**src/rtl/data_mem_dump_pkg.sv**
```systemverilog
// Shared debug package for the data memory dump engine.
// Holds the dump FSM state type, the byte width of the debug stream and a helper
// giving the number of bytes in a memory word.
//
// Debug byte stream convention (shared with the UART transmitter):
//   - the producer drives byte + valid from registers;
//   - a byte moves on every rising edge where valid && ready;
//   - once valid rises, valid and byte stay unchanged until that transfer;
//   - ready may be high at any time and never feeds back into valid combinationally.
package data_mem_dump_pkg;

  typedef enum logic [2:0] {
    DUMP_IDLE,
    DUMP_READ,
    DUMP_CAPTURE,
    DUMP_SEND,
    DUMP_DONE
  } dump_state_e;

  localparam int unsigned BYTE_WIDTH         = 8;
  localparam int unsigned DEFAULT_DATA_WIDTH = 32;
  localparam int unsigned BYTES_PER_WORD     = DEFAULT_DATA_WIDTH / BYTE_WIDTH;

  typedef logic [BYTE_WIDTH-1:0] dbg_byte_t;

  function automatic int unsigned bytes_per_word(input int unsigned data_width);
    return data_width / BYTE_WIDTH;
  endfunction

endpackage

```
**src/rtl/data_mem_dump_if.sv**
```systemverilog
// Bus bundle of the dump engine: the BRAM read port plus the debug byte stream.
//   mem_rd_en / mem_addr : read request toward the data memory BRAM
//   mem_data             : read data, valid the cycle after mem_rd_en
//   byte_data/byte_valid : byte toward the UART transmitter
//   byte_ready           : transmitter accepts the byte this cycle
// master = dump engine side, slave = memory + transmitter side.
interface data_mem_dump_if #(
  parameter int unsigned ADDR_WIDTH = 8,
  parameter int unsigned DATA_WIDTH = 32
) ();
  import data_mem_dump_pkg::*;

  logic                  mem_rd_en;
  logic [ADDR_WIDTH-1:0] mem_addr;
  logic [DATA_WIDTH-1:0] mem_data;
  dbg_byte_t             byte_data;
  logic                  byte_valid;
  logic                  byte_ready;

  modport master (
    output mem_rd_en,
    output mem_addr,
    input  mem_data,
    output byte_data,
    output byte_valid,
    input  byte_ready
  );

  modport slave (
    input  mem_rd_en,
    input  mem_addr,
    output mem_data,
    input  byte_data,
    input  byte_valid,
    output byte_ready
  );

endinterface

```
**src/rtl/data_mem_dump_word_serializer.sv**
```systemverilog
// word_serializer: loads one DATA_WIDTH word and emits it MSB byte first on a
// valid/ready byte stream.
//   clk_i, rst_i  : clock, asynchronous active-high reset
//   load_i/word_i : capture a new word; valid rises on the following cycle
//   byte_o/valid_o/ready_i : registered byte stream
//   last_xfer_o   : the final byte of the word is transferring this cycle
module word_serializer
  import data_mem_dump_pkg::*;
#(
  parameter int unsigned DATA_WIDTH = 32
) (
  input  logic                  clk_i,
  input  logic                  rst_i,
  input  logic                  load_i,
  input  logic [DATA_WIDTH-1:0] word_i,
  output dbg_byte_t             byte_o,
  output logic                  valid_o,
  input  logic                  ready_i,
  output logic                  last_xfer_o
);

  localparam int unsigned Bpw  = bytes_per_word(DATA_WIDTH);
  localparam int unsigned CntW = (Bpw > 1) ? $clog2(Bpw) : 1;

  logic [DATA_WIDTH-1:0] shift_q, shift_d;
  logic [CntW-1:0]       cnt_q, cnt_d;
  logic                  valid_q, valid_d;
  logic                  xfer, last;

  assign xfer = valid_q & ready_i;
  assign last = (cnt_q == CntW'(Bpw - 1));

  always_comb begin
    shift_d = shift_q;
    cnt_d   = cnt_q;
    valid_d = valid_q;
    if (load_i) begin
      shift_d = word_i;
      cnt_d   = '0;
      valid_d = 1'b1;
    end else if (xfer) begin
      // The next byte is always on top, so the output needs no mux.
      shift_d = shift_q << BYTE_WIDTH;
      cnt_d   = cnt_q + 1'b1;
      if (last) valid_d = 1'b0;
    end
  end

  always_ff @(posedge clk_i or posedge rst_i) begin
    if (rst_i) begin
      shift_q <= '0;
      cnt_q   <= '0;
      valid_q <= 1'b0;
    end else begin
      shift_q <= shift_d;
      cnt_q   <= cnt_d;
      valid_q <= valid_d;
    end
  end

  assign byte_o      = shift_q[DATA_WIDTH-1 -: BYTE_WIDTH];
  assign valid_o     = valid_q;
  assign last_xfer_o = xfer & last;

endmodule

```
**src/rtl/data_mem_dump.sv**
```systemverilog
// data_mem_dump: debug read-out of the data memory. A start pulse in IDLE walks
// words 0 .. NUM_WORDS-1, reading each from the BRAM and streaming its bytes MSB
// first toward the debug UART. Never writes memory.
//   clk, i_reset : clock, asynchronous active-high reset
//   i_start      : one-cycle dump request, honoured only in IDLE
//   dump_bus     : BRAM read port + byte stream (master side)
//   o_busy       : dump in progress (cycle after accepted start until DONE left)
//   o_done       : one-cycle pulse after the last byte transfer
module data_mem_dump
  import data_mem_dump_pkg::*;
#(
  parameter int unsigned ADDR_WIDTH = 8,
  parameter int unsigned NUM_WORDS  = 256,
  parameter int unsigned DATA_WIDTH = 32
) (
  input  logic             clk,
  input  logic             i_reset,
  input  logic             i_start,
  data_mem_dump_if.master  dump_bus,
  output logic             o_busy,
  output logic             o_done
);

  // One extra bit so NUM_WORDS == 2**ADDR_WIDTH is representable.
  localparam int unsigned     IdxW    = ADDR_WIDTH + 1;
  localparam logic [IdxW-1:0] LastIdx = IdxW'(NUM_WORDS - 1);

  dump_state_e           state_q, state_d;
  logic [IdxW-1:0]       idx_q, idx_d;
  logic [ADDR_WIDTH-1:0] addr_q, addr_d;
  logic                  start_q, start_d;
  logic                  rd_en_q, rd_en_d;
  logic                  busy_q, busy_d;
  logic                  done_q, done_d;
  logic                  load;
  logic                  word_done;

  always_comb begin
    state_d = state_q;
    idx_d   = idx_q;
    start_d = 1'b0;
    load    = 1'b0;
    unique case (state_q)
      DUMP_IDLE: begin
        // An accepted start is held one cycle before READ, which gives the
        // start-to-READ spacing and keeps o_busy up during that cycle.
        if (start_q) begin
          state_d = DUMP_READ;
        end else if (i_start) begin
          start_d = 1'b1;
          idx_d   = '0;
        end
      end
      DUMP_READ:    state_d = DUMP_CAPTURE;
      DUMP_CAPTURE: begin
        load    = 1'b1;
        state_d = DUMP_SEND;
      end
      DUMP_SEND: begin
        if (word_done) begin
          if (idx_q == LastIdx) begin
            state_d = DUMP_DONE;
          end else begin
            idx_d   = idx_q + 1'b1;
            state_d = DUMP_READ;
          end
        end
      end
      DUMP_DONE:    state_d = DUMP_IDLE;
      default:      state_d = DUMP_IDLE;
    endcase

    // Outputs are computed from the next state so they leave registers.
    rd_en_d = (state_d == DUMP_READ);
    addr_d  = idx_d[ADDR_WIDTH-1:0];
    done_d  = (state_d == DUMP_DONE);
    busy_d  = start_d | (state_d != DUMP_IDLE);
  end

  always_ff @(posedge clk or posedge i_reset) begin
    if (i_reset) begin
      state_q <= DUMP_IDLE;
      idx_q   <= '0;
      addr_q  <= '0;
      start_q <= 1'b0;
      rd_en_q <= 1'b0;
      busy_q  <= 1'b0;
      done_q  <= 1'b0;
    end else begin
      state_q <= state_d;
      idx_q   <= idx_d;
      addr_q  <= addr_d;
      start_q <= start_d;
      rd_en_q <= rd_en_d;
      busy_q  <= busy_d;
      done_q  <= done_d;
    end
  end

  word_serializer #(
    .DATA_WIDTH(DATA_WIDTH)
  ) u_word_serializer (
    .clk_i      (clk),
    .rst_i      (i_reset),
    .load_i     (load),
    .word_i     (dump_bus.mem_data),
    .byte_o     (dump_bus.byte_data),
    .valid_o    (dump_bus.byte_valid),
    .ready_i    (dump_bus.byte_ready),
    .last_xfer_o(word_done)
  );

  assign dump_bus.mem_rd_en = rd_en_q;
  assign dump_bus.mem_addr  = addr_q;
  assign o_busy             = busy_q;
  assign o_done             = done_q;

endmodule
```
**src/flat_wrapper.sv**
```systemverilog
// flat-port wrapper written by rule: the top's interface ports become plain ports
module data_mem_dump_flat import data_mem_dump_pkg::*;
#(
  parameter int unsigned ADDR_WIDTH = 8,
  parameter int unsigned NUM_WORDS  = 256,
  parameter int unsigned DATA_WIDTH = 32
)
  (clk, i_reset, i_start, o_busy, o_done, dump_bus_mem_rd_en, dump_bus_mem_addr, dump_bus_mem_data, dump_bus_byte_data, dump_bus_byte_valid, dump_bus_byte_ready);
  data_mem_dump_if #(.ADDR_WIDTH(ADDR_WIDTH), .DATA_WIDTH(DATA_WIDTH)) dump_bus_i ();
  input  logic clk;
  input  logic i_reset;
  input  logic i_start;
  output logic o_busy;
  output logic o_done;
  output wire logic [$bits(dump_bus_i.mem_rd_en)-1:0] dump_bus_mem_rd_en;
  output wire logic [$bits(dump_bus_i.mem_addr)-1:0] dump_bus_mem_addr;
  input wire logic [$bits(dump_bus_i.mem_data)-1:0] dump_bus_mem_data;
  output wire logic [$bits(dump_bus_i.byte_data)-1:0] dump_bus_byte_data;
  output wire logic [$bits(dump_bus_i.byte_valid)-1:0] dump_bus_byte_valid;
  input wire logic [$bits(dump_bus_i.byte_ready)-1:0] dump_bus_byte_ready;
  assign dump_bus_mem_rd_en = dump_bus_i.mem_rd_en;
  assign dump_bus_mem_addr = dump_bus_i.mem_addr;
  assign dump_bus_i.mem_data = dump_bus_mem_data;
  assign dump_bus_byte_data = dump_bus_i.byte_data;
  assign dump_bus_byte_valid = dump_bus_i.byte_valid;
  assign dump_bus_i.byte_ready = dump_bus_byte_ready;
  data_mem_dump #(.ADDR_WIDTH(ADDR_WIDTH), .NUM_WORDS(NUM_WORDS), .DATA_WIDTH(DATA_WIDTH)) u_core (.clk(clk), .i_reset(i_reset), .i_start(i_start), .dump_bus(dump_bus_i), .o_busy(o_busy), .o_done(o_done));
endmodule
```
**config.mk**
```make
export PLATFORM = sky130hd
export DESIGN_NAME = data_mem_dump_flat
export DESIGN_NICKNAME = d
export VERILOG_FILES = /design/src/rtl/data_mem_dump_pkg.sv /design/src/rtl/data_mem_dump_if.sv /design/src/rtl/data_mem_dump_word_serializer.sv /design/src/rtl/data_mem_dump.sv /design/src/flat_wrapper.sv
export SDC_FILE = /design/constraint.sdc
export NUM_CORES = 1
export LEC_CHECK = 0
export ABC_AREA = 0
export CORE_MARGIN = 3
export CORE_UTILIZATION = 56
export CTS_BUF_LIST = sky130_fd_sc_hd__clkbuf_8
export DETAILED_ROUTE_END_ITERATION = 8
export PLACE_DENSITY = 0.95
export SYNTH_ARGS = -nofsm -noshare
export SYNTH_HDL_FRONTEND = slang
export SYNTH_SLANG_ARGS = --single-unit
```
**constraint.sdc**
```tcl
create_clock -name clk -period 3.9 [get_ports clk]
set_input_delay 0.78 -clock clk [delete_from_list [all_inputs] [get_ports clk]]
set_output_delay 0.78 -clock clk [all_outputs]
set_load 0.005 [all_outputs]
```
Word-level counts from Yosys, hierarchy flattened
Index checks and enable logic that the tools add are counted.
{"block": "op_classes", "n_mux": 20, "add_sub_neg": 2, "n_reduce_logical": 7, "bitwise": 3, "n_eq_ne": 11}
{"op": "two-way mux 32 bit", "count": 2}
{"op": "two-way mux 9 bit", "count": 4}
{"op": "one-hot mux 9 bit (2 select lines)", "count": 1}
{"op": "one-hot mux 3 bit (4 select lines)", "count": 1}
{"op": "adder 9 x 1 -> 9 bit, second input constant", "count": 1}
{"op": "== test 9 x 8 -> 1 bit, second input constant", "count": 1}
{"op": "two-way mux 3 bit", "count": 3}
{"op": "!= test 2 bit, second input constant", "count": 4}
{"op": "two-way mux 1 bit", "count": 7}
{"op": "== test 3 x 1 -> 1 bit, second input constant", "count": 2}
{"op": "== test 3 x 2 -> 1 bit, second input constant", "count": 2}
{"op": "nonzero test 2 bit", "count": 3}
{"op": "AND reduction 5 bit", "count": 1}
{"op": "two-way mux 2 bit", "count": 2}
{"op": "== test 3 bit, second input constant", "count": 1}
{"op": "logical NOT 3 bit", "count": 1}
{"op": "nonzero test 3 bit", "count": 1}
{"op": "adder 2 x 1 -> 2 bit, second input constant", "count": 1}
{"op": "bitwise AND 1 bit", "count": 2}
{"op": "== test 2 bit, second input constant", "count": 1}
{"op": "AND reduction 2 bit", "count": 1}
{"op": "bitwise OR 1 bit", "count": 1}
{"block": "totals", "out_inout_bits": 20, "word_cells": 53, "in_bits": 36, "regBits": 51}

Depth between registers and ports, before layout
Gate-level depths: netlist of run 1.
{"block": "logic_depth", "depth_word": 6, "depth_mapped": 8, "depth_no_buf": 8}

Modules after synthesis
From an unflattened synthesis of run 1, not the netlist that was laid out.
{"block": "unflattened", "cells_unflattened": 288, "hier_area_um2": 2846.5}
{"module": "word_serializer", "seq_area_each_um2": 875.8, "cells_each": 194, "area_per_inst_um2": 1970.6, "n_inst": 1}
{"module": "data_mem_dump", "seq_area_each_um2": 400.4, "cells_each": 94, "area_per_inst_um2": 875.8, "n_inst": 1}

Least setup slack after synthesis of run 1
No wires, ideal clock.
{"block": "synth_timing", "path_kind": "register -> register", "from": "reg u_core.idx_q[0]", "to": "reg u_core.idx_q[0]", "n_path_buf": 0, "t_required_ns": 3.775, "setup_time_ns": 0.125, "synth_period_minus_slack_ns": 2.175, "path_stages_with_launch": 9, "setup_slack_ns": 1.725, "t_arrival_ns": 2.050, "cell_sequence": "dfrtp_1 -> ha_1 -> nand2_1 -> nor4_1 -> ha_1 -> and3b_1 -> nor2_1 -> or3_4 -> mux2_4"}
{"block": "synth_via", "elab_chain_len": 4, "word_cells_on_any_way": 7, "classes_between": "1 x add/sub; 2 x eq/ne; 3 x mux; 1 x reduce/logical"}
{"item": "from (decl)", "line_no": "data_mem_dump.sv:29", "rtl": "logic [IdxW-1:0] idx_q, idx_d;"}
{"item": "from (signal assigned)", "line_no": "data_mem_dump.sv:91", "rtl": "idx_q <= idx_d;"}
{"item": "adder 9 x 1 -> 9 bit", "line_no": "data_mem_dump.sv:64", "rtl": "idx_d = idx_q + 1'b1;"}
{"item": "two-way mux 9 bit", "line_no": "data_mem_dump.sv:61", "rtl": "if (idx_q == LastIdx) begin"}
{"item": "two-way mux 9 bit", "line_no": "data_mem_dump.sv:60", "rtl": "if (word_done) begin"}
{"item": "one-hot mux 9 bit (2 select lines)", "line_no": "data_mem_dump.sv:43", "rtl": "unique case (state_q)"}
Several ways; a longest one is shown, not always the timed one. The select of a mux whose other input is x is not followed.
A chain may end at the register's enable or synchronous reset.

Worst setup path after layout of run 1
Ends and elaborated chain as after synthesis.

==> flow_metrics.tcl, run 1 <==
set metrics [dict create \
    slew_violations 0 \
    outcome "completed" \
    required_ns 4.08 \
    hp-start "u_core.idx_q[8]" \
    cts_tree "built" \
    synth_edf_count 0 \
    ys_seq_elements 51 \
    r2r_start "u_core.idx_q[0]" \
    post_cts_buffers 0 \
    max_stage_delay_ns 0.44 \
    worstMarginPinSlew_ns 0.998 \
    synth_top_cell_by_area "dfrtp_1" \
    cts_sinks 51 \
    synth_top_area_share_pct 49.9 \
    wl_per_cell_um 14.3 \
    criticalPathCategory "flop to flop" \
    yosys-top-cells-count "dfrtp_1 (51), nand2_1 (48), o21ai_0 (32)" \
    hold_path_end "u_core.idx_q[8]" \
    antennaDiodeCount 0 \
    antenna_found_initial 0 \
    stdcell_count 338 \
    die_y_um 73.6 \
    finalPower_mw 1.69 \
    finalHoldViolations 0 \
    gr-total-overflow 0 \
    period_minus_slack_ns 2.63 \
    fmax_mhz 381 \
    root_buffer "clkbuf_8" \
    fin_skew_ns 0.00275 \
    layout-drive-gt1-share_pct 6.60 \
    syn_to_final_growth_pct 21.0 \
    grt_pass1_vias 1681 \
    htreeDepth 2 \
    clk_pin_slew_ns 0.08 \
    holdWs_ns 0.530 \
    synth_cell_type_count 35 \
    tns_ns 0 \
    yosysSeqAreaShare_pct 49.9 \
    route.detailed.drc 0 \
    synthArstFlopShare_pct 100 \
    p_switching_mw 0.546 \
    holdBufCountCts 0 \
    drtAntennaViolNets 0 \
    vdd.ir_drop.worst_mv 0.474 \
    comb_power_share_pct 34.5 \
    p_per_area_nw_per_um2 546 \
    clkLatencyLatePin_ns 0.30 \
    critPathCaptureType "flop" \
    fin_util_pct 73.6 \
    dpl.cell_count 330 \
    maxCapViolCount 0 \
    clockPowerShare_pct 18.9 \
    cpMostUsedCell "ha_1" \
    finalWirelength_um 4830 \
    grt_first_pass_wirelength_um 7940 \
    grt_max_degree 65 \
    syn_nets 293 \
    coreArea_um2 4200 \
    cts-resized-gates 0 \
    holdPathStages 1 \
    min_path_type "flop to flop" \
    start_util_pct 60.8 \
    cts.path.max_buffers 2 \
    seq_power_share_pct 46.6 \
    port_buffers 55 \
    firstDrtPassIters 4 \
    ys_top_cells_by_area "dfrtp_1 (50%), mux2i_1 (9.8%), nand2_1 (7.0%)" \
    route.vias.total 1868 \
    finalSetupViolations 0 \
    gp_congestion 0.762 \
    worstSetupStartpointType "flop" \
    arrival_ns 2.81 \
    io_pins 56 \
    synthesis.area_um2 2560 \
    cp_max_fo 9 \
    die_w_um 73.6 \
    switching_share_pct 32.3 \
    cp_cell_sequence "ha_1, nand2_1, nor4_1, ha_1, and3b_1, nor2_1, or3_4, mux2_4" \
    crit_start "u_core.idx_q[0]" \
    row_count 23 \
    syn_area_per_cell_um2 10.1 \
    syn_inst 254 \
    via_per_inst 5.53 \
    drt_iter0_drc 131 \
    p_leak_nw 1.39 \
    synth.most_common_cell "dfrtp_1" \
    place_hpwl_um 3370 \
    rrSetupSlack_ns 1.27 \
    cts_buffers 5 \
    slowest_stage "nor2_1" \
    grt_use_total_pct 19.0 \
    nets 326 \
    synth_top_flop_cell "dfrtp_1" \
    relSlewSlack_pct 33.4 \
    worst_r2r_endpoint "u_core.idx_q[0]" \
    synth_warnings 0 \
    fin_crit_sh_pct 67.4 \
    rsz0062_at_grt "false" \
    die-area_um2 5410 \
    p_int_mw 1.14 \
    rr_worst_depth 8 \
]
## stage by stage
step / cell area [um2] / setup WS, ns
after floorplan: 2560 / 1.73
after global placement: 2990 / 1.32
after detailed placement: 2990 / 1.25
after CTS: 3090 / 1.30
after global routing: 3090 / 1.12
final: 3090 / 1.27
## worst max path at each step
| stage | to | depth (start not counted) |
|---|---|---|
| 2_1_floorplan | u_core.idx_q[0] | 8 |
| 3_3_place_gp | u_core.idx_q[0] | 5 |
| 3_5_place_dp | u_core.idx_q[0] | 5 |
| 4_1_cts | u_core.idx_q[0] | 8 |
| 5_1_grt | u_core.idx_q[0] | 8 |
| 6_report | u_core.idx_q[0] | 8 |
## sequential cells by signal, indices dropped and copies added (netlist names)
register / flops
u_core.o_busy: 1
u_core.u_word_serializer.valid_o: 1
u_core.idx_q: 9
u_core.start_q: 1
u_core.u_word_serializer.cnt_q: 2
u_core.state_q: 3
u_core.u_word_serializer.shift_q: 32
u_core.dump_bus.mem_rd_en: 1
u_core.o_done: 1
## power by group through the flow
stage / logic [mW] / clock network [mW] / registers [mW]
global placement: 0.561 / 0 / 0.783
CTS: 0.589 / 0.329 / 0.785
detailed placement: 0.586 / 0 / 0.794
global route: 0.651 / 0.345 / 0.807
floorplan: 0.454 / 0 / 0.752
finish: 0.583 / 0.319 / 0.786
## kinds of logic after synthesis
kind of cell | Yosys count | synth area share, %
XOR/XNOR | 1 | 0.343
adder cells (fa/ha/maj) | 3 | 1.47
AO/OA/AOI/OAI | 52 | 12.2
buffers and inverters | 36 | 8.37
flip-flops | 51 | 49.9
AND/OR/NAND/NOR | 84 | 16.7
multiplexers | 27 | 11.0
## worst max-delay path: cells and delay by family (launching register included)
kind	cells	cell delay, ns
muxes	1	0.31
DFF	1	0.43
and+or+nand+nor	5	1.27
adders and majority gates	2	0.51
## layout make-up
type,instances,area [um2]
clock buffer,7,96.3
clock inverter,1,3.75
fill,314,1110
inverter,6,22.5
multi-input combinational,167,1070
sequential,51,1280
tap,50,62.6
timing repair buffer,56,558
## cell usage in the layout, fill, tap and decap left out, types with 2 or more instances in the layout
| master | Yosys | layout |
|---|---|---|
| o41ai_1 | 2 | 2 |
| a21oi_1 | 10 | 10 |
| nand3b_1 | 2 | 2 |
| clkdlybuf4s50_1 | 0 | 55 |
| and3_1 | 4 | 4 |
| nor2_1 | 8 | 8 |
| nor3_1 | 2 | 2 |
| nand3_1 | 2 | 2 |
| or4_1 | 2 | 2 |
| dfrtp_1 | 51 | 51 |
| ha_1 | 3 | 3 |
| mux2i_1 | 25 | 25 |
| o21ai_0 | 32 | 32 |
| or4b_1 | 2 | 2 |
| and3b_1 | 2 | 2 |
| inv_1 | 6 | 6 |
| o31ai_1 | 3 | 3 |
| nor3b_2 | 2 | 3 |
| nand4b_1 | 4 | 4 |
| clkbuf_8 | 0 | 7 |
| nand2_1 | 48 | 47 |
| mux2_4 | 2 | 2 |
## per-layer routing
layer	routed length [um]	global-route usage (%)	vias up
met5	0	0	-
met4	65	7.24	0
met3	257	3.83	4
met2	2230	28.7	48
met1	2270	26.9	883
li1	-	-	933
Power figures use the tool's default switching activity.
==> run 2: changes to the inputs <==
--- a/config.mk
+++ b/config.mk
@@ -7,10 +7,10 @@
 export LEC_CHECK = 0
 export ABC_AREA = 0
 export CORE_MARGIN = 3
-export CORE_UTILIZATION = 56
+export CORE_UTILIZATION = 52
 export CTS_BUF_LIST = sky130_fd_sc_hd__clkbuf_8
 export DETAILED_ROUTE_END_ITERATION = 8
-export PLACE_DENSITY = 0.95
+export PLACE_DENSITY = 0.9
 export SYNTH_ARGS = -nofsm -noshare
 export SYNTH_HDL_FRONTEND = slang
 export SYNTH_SLANG_ARGS = --single-unit
==> constraint.sdc (replaced) <==
create_clock -name clk -period 2.45 [get_ports clk]
set_input_delay 0.49 -clock clk [delete_from_list [all_inputs] [get_ports clk]]
set_output_delay 0.49 -clock clk [all_outputs]
set_load 0.005 [all_outputs]
==> run 2 against run 1 <==
Count of clock-buffer cells in the layout is 2 lower; global-route usage is 0.073 points higher; clock skew up 0.0031 ns; largest cell class unchanged; setup slack lost 1.1 ns; hold slack improved by 0.0048 ns; highest routed layer unchanged; die area grew 7.1%; combinational power rose by 64%; register-to-register slack lost 1.1 ns; final cell count rose by 5.3%; flip-flop and latch count stayed put.
==> flow_metrics.tcl, run 2 (synthesized netlist as in run 1, its figures left out) <==
set metrics [dict create \
    htreeDepth 2 \
    rsz0062_at_grt "false" \
    io_pins 56 \
    root_buffer "clkbuf_8" \
    reg.largest.list "u_core.u_word_serializer.shift_q (32), u_core.idx_q (9), u_core.state_q (3)" \
    dpl.cell_count 349 \
    row_count 24 \
    finalSetupViolations 0 \
    comb_power_share_pct 34.6 \
    stdcell_count 356 \
    grt_first_pass_wirelength_um 9000 \
    p_per_area_nw_per_um2 874 \
    cts_tree "built" \
    p_switching_mw 0.884 \
    criticalPathCategory "flop to flop" \
    post_dp_cell_area_um2 3070 \
    holdBufCountCts 0 \
    antenna_found_initial 0 \
    final_cell_mix "clkdlybuf4s50_1 (55), dfrtp_1 (51), nand2_1 (47)" \
    tns_ns 0 \
    cts.path.max_buffers 2 \
    p_leak_nw 1.42 \
    cts-resized-gates 0 \
    drtAntennaViolNets 0 \
    start_util_pct 56.4 \
    antennaDiodeCount 0 \
    die_y_um 76.1 \
    critPathCaptureType "flop" \
    route.vias.total 1895 \
    fin_skew_ns 0.00586 \
    design_area_um2 3170 \
    required_ns 2.65 \
    holdWs_ns 0.535 \
    place_hpwl_um 3670 \
    layout-drive-gt1-share_pct 7.56 \
    outcome "completed" \
    clockPowerShare_pct 20.4 \
    die_w_um 76.1 \
    place_worst_setup_slack_ns 0.222 \
    relSlewSlack_pct 63.9 \
    via_per_inst 5.32 \
    finalHoldViolations 0 \
    fin_crit_sh_pct 92.1 \
    post_cts_buffers 0 \
    wl_per_cell_um 14.5 \
    crit_start "u_core.idx_q[0]" \
    route.detailed.drc 0 \
    worstMarginPinSlew_ns 0.542 \
    gp_congestion 0.821 \
    vdd.ir_drop.worst_mv 0.745 \
    slew_violations 0 \
    largest_reg_flops 32 \
    grt_pass1_vias 1908 \
    port_buffers 55 \
    die-area_um2 5790 \
    clk_pin_slew_ns 0.09 \
    firstDrtPassIters 5 \
    period_minus_slack_ns 2.26 \
    grt_max_degree 68 \
    min_path_type "input pin to async pin" \
    gr-total-overflow 0 \
    grt_use_total_pct 19.1 \
    nets 330 \
    setup_slack_ns 0.193 \
    seq_power_share_pct 45.0 \
    r2r_start "u_core.idx_q[0]" \
    final_common_cell "clkdlybuf4s50_1" \
    finalWirelength_um 5170 \
    regMostFlops "u_core.u_word_serializer.shift_q" \
    switching_share_pct 31.9 \
    cts_buffers 5 \
    cts_sinks 51 \
    fmax_mhz 443 \
    arrival_ns 2.45 \
    maxCapViolCount 0 \
    p_int_mw 1.89 \
    worstSetupStartpointType "flop" \
    coreArea_um2 4530 \
    finalPower_mw 2.77 \
    syn_to_final_growth_pct 24.0 \
    drt_iter0_drc 131 \
    cp_max_fo 5 \
    fin_util_pct 69.9 \
    clkLatencyLatePin_ns 0.31 \
]
-- run 2: changes by cell type in the layout (fill, tap and decap cells not counted) --
| cell | delta |
|---|---|
| clkbuf_8 | -2 |
| bufinv_16 | +1 |
| buf_4 | +2 |
| buf_12 | +2 |
-- run 2: critical path: stages (launching register included) --
cell and delay (ns):
dfrtp_1 0.42, ha_1 0.21, nand2_1 0.10, nor4_1 0.27, ha_1 0.29, and3b_1 0.21, nor2_1 0.17, or3_4 0.18
mux2_4 0.29
-- run 2: worst paths after layout --
| check | endpoint | slack (ns) | cells past startpoint |
|---|---|---|---|
| hold / removal | u_core.u_word_serializer.shift_q[27] | 0.54 | 2 |
| setup reg to reg | u_core.idx_q[0] | 0.19 | 8 |
| min in group clk | u_core.u_word_serializer.shift_q[6] | 0.54 | 2 |
| setup / recovery | u_core.idx_q[0] | 0.19 | 8 |
| max in group asynchronous | u_core.u_word_serializer.cnt_q[1] | 1.38 | 3 |
| hold reg to reg | u_core.u_word_serializer.shift_q[6] | 0.54 | 2 |
-- run 2: power by group through the flow --
stage / clock network [mW] / registers [mW] / logic, mW
after CTS: 0.575 / 1.25 / 0.970
after global routing: 0.606 / 1.28 / 1.07
after global placement: 0 / 1.25 / 0.926
after floorplan: 0 / 1.20 / 0.723
after detailed placement: 0 / 1.26 / 0.962
final: 0.564 / 1.25 / 0.959
-- run 2: final cells by class --
type,instances,area [um2]
clock buffer,5,68.8
fill,341,1370
inverter,6,22.5
timing repair buffer,60,613
tap,65,81.3
sequential,51,1280
multi-input combinational,167,1070
clock inverter,2,33.8
-- run 2: routing by layer --
metal  vias to the layer above  GRT usage (%)  share of wire [%]
met5                         -              0                  0
met4                         0           7.97                2.1
met3                        11           5.32                5.4
met2                        51           30.9                 48
met1                       900           24.1                 44
li1                        933              -                  -
==> run 3: changes to the inputs <==
--- a/config.mk
+++ b/config.mk
@@ -6,7 +6,7 @@
 export NUM_CORES = 1
 export LEC_CHECK = 0
 export ABC_AREA = 0
-export CORE_MARGIN = 3
+export CORE_MARGIN = 10
 export CORE_UTILIZATION = 52
 export CTS_BUF_LIST = sky130_fd_sc_hd__clkbuf_8
 export DETAILED_ROUTE_END_ITERATION = 8
==> run 3 against run 2 <==
Sequential power about the same; flip-flop and latch count unchanged; register-to-register slack about the same; non-clock buffer count stayed put; fmax fell by 0.48%; core utilization fell by 3.2 points; final area is 0.12% higher; setup slack got worse by 0.011 ns; clock skew increased by 0.0082 ns; first-iteration DRC count grew 15%; final cell count increased by 0.56%; wire length rose by 3.8%; critical endpoint is now u_core.idx_q[6]; largest power group unchanged.
==> flow_metrics.tcl, run 3 (synthesized netlist as in run 1, its figures left out) <==
set metrics [dict create \
    p_per_area_nw_per_um2 876 \
    relSlewSlack_pct 64.2 \
    gp_congestion 0.796 \
    outcome "completed" \
    port_buffers 55 \
    fin_crit_sh_pct 92.6 \
    io_pins 56 \
    reg.largest.list "u_core.u_word_serializer.shift_q (32), u_core.idx_q (9), u_core.state_q (3)" \
    die_y_um 90.1 \
    maxCapViolCount 0 \
    syn_to_final_growth_pct 24.1 \
    grt_max_degree 68 \
    criticalPathCategory "flop to flop" \
    start_util_pct 53.8 \
    clk_pin_slew_ns 0.10 \
    cts-resized-gates 0 \
    required_ns 2.67 \
    worst_r2r_endpoint "u_core.idx_q[6]" \
    min_path_type "input pin to async pin" \
    final_cell_mix "clkdlybuf4s50_1 (55), dfrtp_1 (51), nand2_1 (48)" \
    root_buffer "clkbuf_8" \
    crit_start "u_core.idx_q[0]" \
    gr-total-overflow 0 \
    cp_max_fo 8 \
    holdBufCountCts 0 \
    critPathCaptureType "flop" \
    firstDrtPassIters 4 \
    rr_worst_depth 9 \
    antenna_found_initial 0 \
    regMostFlops "u_core.u_word_serializer.shift_q" \
    p_leak_nw 1.42 \
    fmax_mhz 441 \
    grt_pass1_vias 1830 \
    place_hpwl_um 3840 \
    clkLatencyLatePin_ns 0.31 \
    rsz0062_at_grt "false" \
    finalHoldViolations 0 \
    r2r_start "u_core.idx_q[0]" \
    coreArea_um2 4750 \
    wl_per_cell_um 15.0 \
    arrival_ns 2.49 \
    drt_iter0_drc 150 \
    finalWirelength_um 5360 \
    worstMarginPinSlew_ns 0.537 \
    die_w_um 90.1 \
    drtAntennaViolNets 0 \
    final_common_cell "clkdlybuf4s50_1" \
    finalSetupViolations 0 \
    grt_first_pass_wirelength_um 9250 \
    cts_buffers 5 \
    setup_slack_ns 0.182 \
    die-area_um2 8120 \
    worstSetupStartpointType "flop" \
    fin_skew_ns 0.0141 \
    cts.path.max_buffers 2 \
    tns_ns 0 \
    row_count 25 \
    via_per_inst 5.22 \
    post_cts_buffers 0 \
    cts_sinks 51 \
    antennaDiodeCount 0 \
    period_minus_slack_ns 2.27 \
    slew_violations 0 \
    htreeDepth 2 \
    largest_reg_flops 32 \
    vdd.ir_drop.worst_mv 0.586 \
    nets 330 \
    grt_use_total_pct 13.4 \
    layout-drive-gt1-share_pct 7.56 \
    place_worst_setup_slack_ns 0.228 \
    cts_tree "built" \
    route.vias.total 1869 \
    rrSetupSlack_ns 0.18 \
    route.detailed.drc 0 \
]
==> run 3: changes by cell type in the layout (fill, tap and decap cells not counted) <==
| cell | previous run | this run |
|---|---|---|
| nand2_1 | 47 | 48 |
| clkinvlp_4 | 0 | 1 |
| inv_1 | 6 | 5 |
| nand2_2 | 1 | 0 |
==> run 3: worst max-delay path, stage by stage, from the launching register on <==
cell     delay [ns]
dfrtp_1        0.43
ha_1           0.25
nand2_1        0.12
nor4_1         0.06
ha_1           0.24
and3b_1        0.25
nor2_1         0.06
buf_4          0.16
or4b_1         0.46
a21oi_1        0.16
==> run 3: area by class of cell <==
class | instances | area, um2
Clock buffer | 5 | 68.8
Sequential cell | 51 | 1280
Clock inverter | 2 | 37.5
Inverter | 6 | 22.5
Multi-Input combinational cell | 167 | 1070
Fill cell | 384 | 1580
Tap cell | 67 | 83.8
Timing Repair Buffer | 60 | 613
==> run 3: layer usage <==
layer	GRT usage, %	up-vias	routed length, um
li1	-	941	-
met4	3.58	0	57
met5	0	-	0
met1	17.7	877	2480
met3	4.16	6	296
met2	20.6	45	2530
==> run 3: how the worst max path moves through the flow <==
| stage | endpoint |
|---|---|
| final | u_core.idx_q[6] |
| after global routing | u_core.idx_q[6] |
| after CTS | u_core.idx_q[6] |
| after detailed placement | u_core.idx_q[6] |
| after global placement | u_core.idx_q[8] |
| after floorplan | u_core.idx_q[0] |
==> run 3: through the flow <==
| step | cells | instance area [um2] | hold slack (ns) | power [mW] | utilization [%] |
|---|---|---|---|---|---|
| CTS | 358 | 3170 | 0.535 | 2.80 | 66.7 |
| global route | 358 | 3170 | 0.559 | 2.98 | 66.7 |
| floorplan | 254 | 2560 | 0.481 | 1.92 | - |
| detailed placement | 351 | 3070 | 0.513 | 2.23 | 64.5 |
| global placement | 351 | 3070 | 0.513 | 2.18 | 64.5 |
| finish | 358 | 3170 | 0.530 | 2.78 | 66.7 |
==> run 3: where the power goes <==
| part | leakage [nW] | switching [mW] | internal, mW | total (mW) |
|---|---|---|---|---|
| Combinational | 0.703 | 0.435 | 0.524 | 0.960 |
| Clock | 0.0502 | 0.274 | 0.299 | 0.572 |
| Sequential | 0.663 | 0.179 | 1.07 | 1.25 |
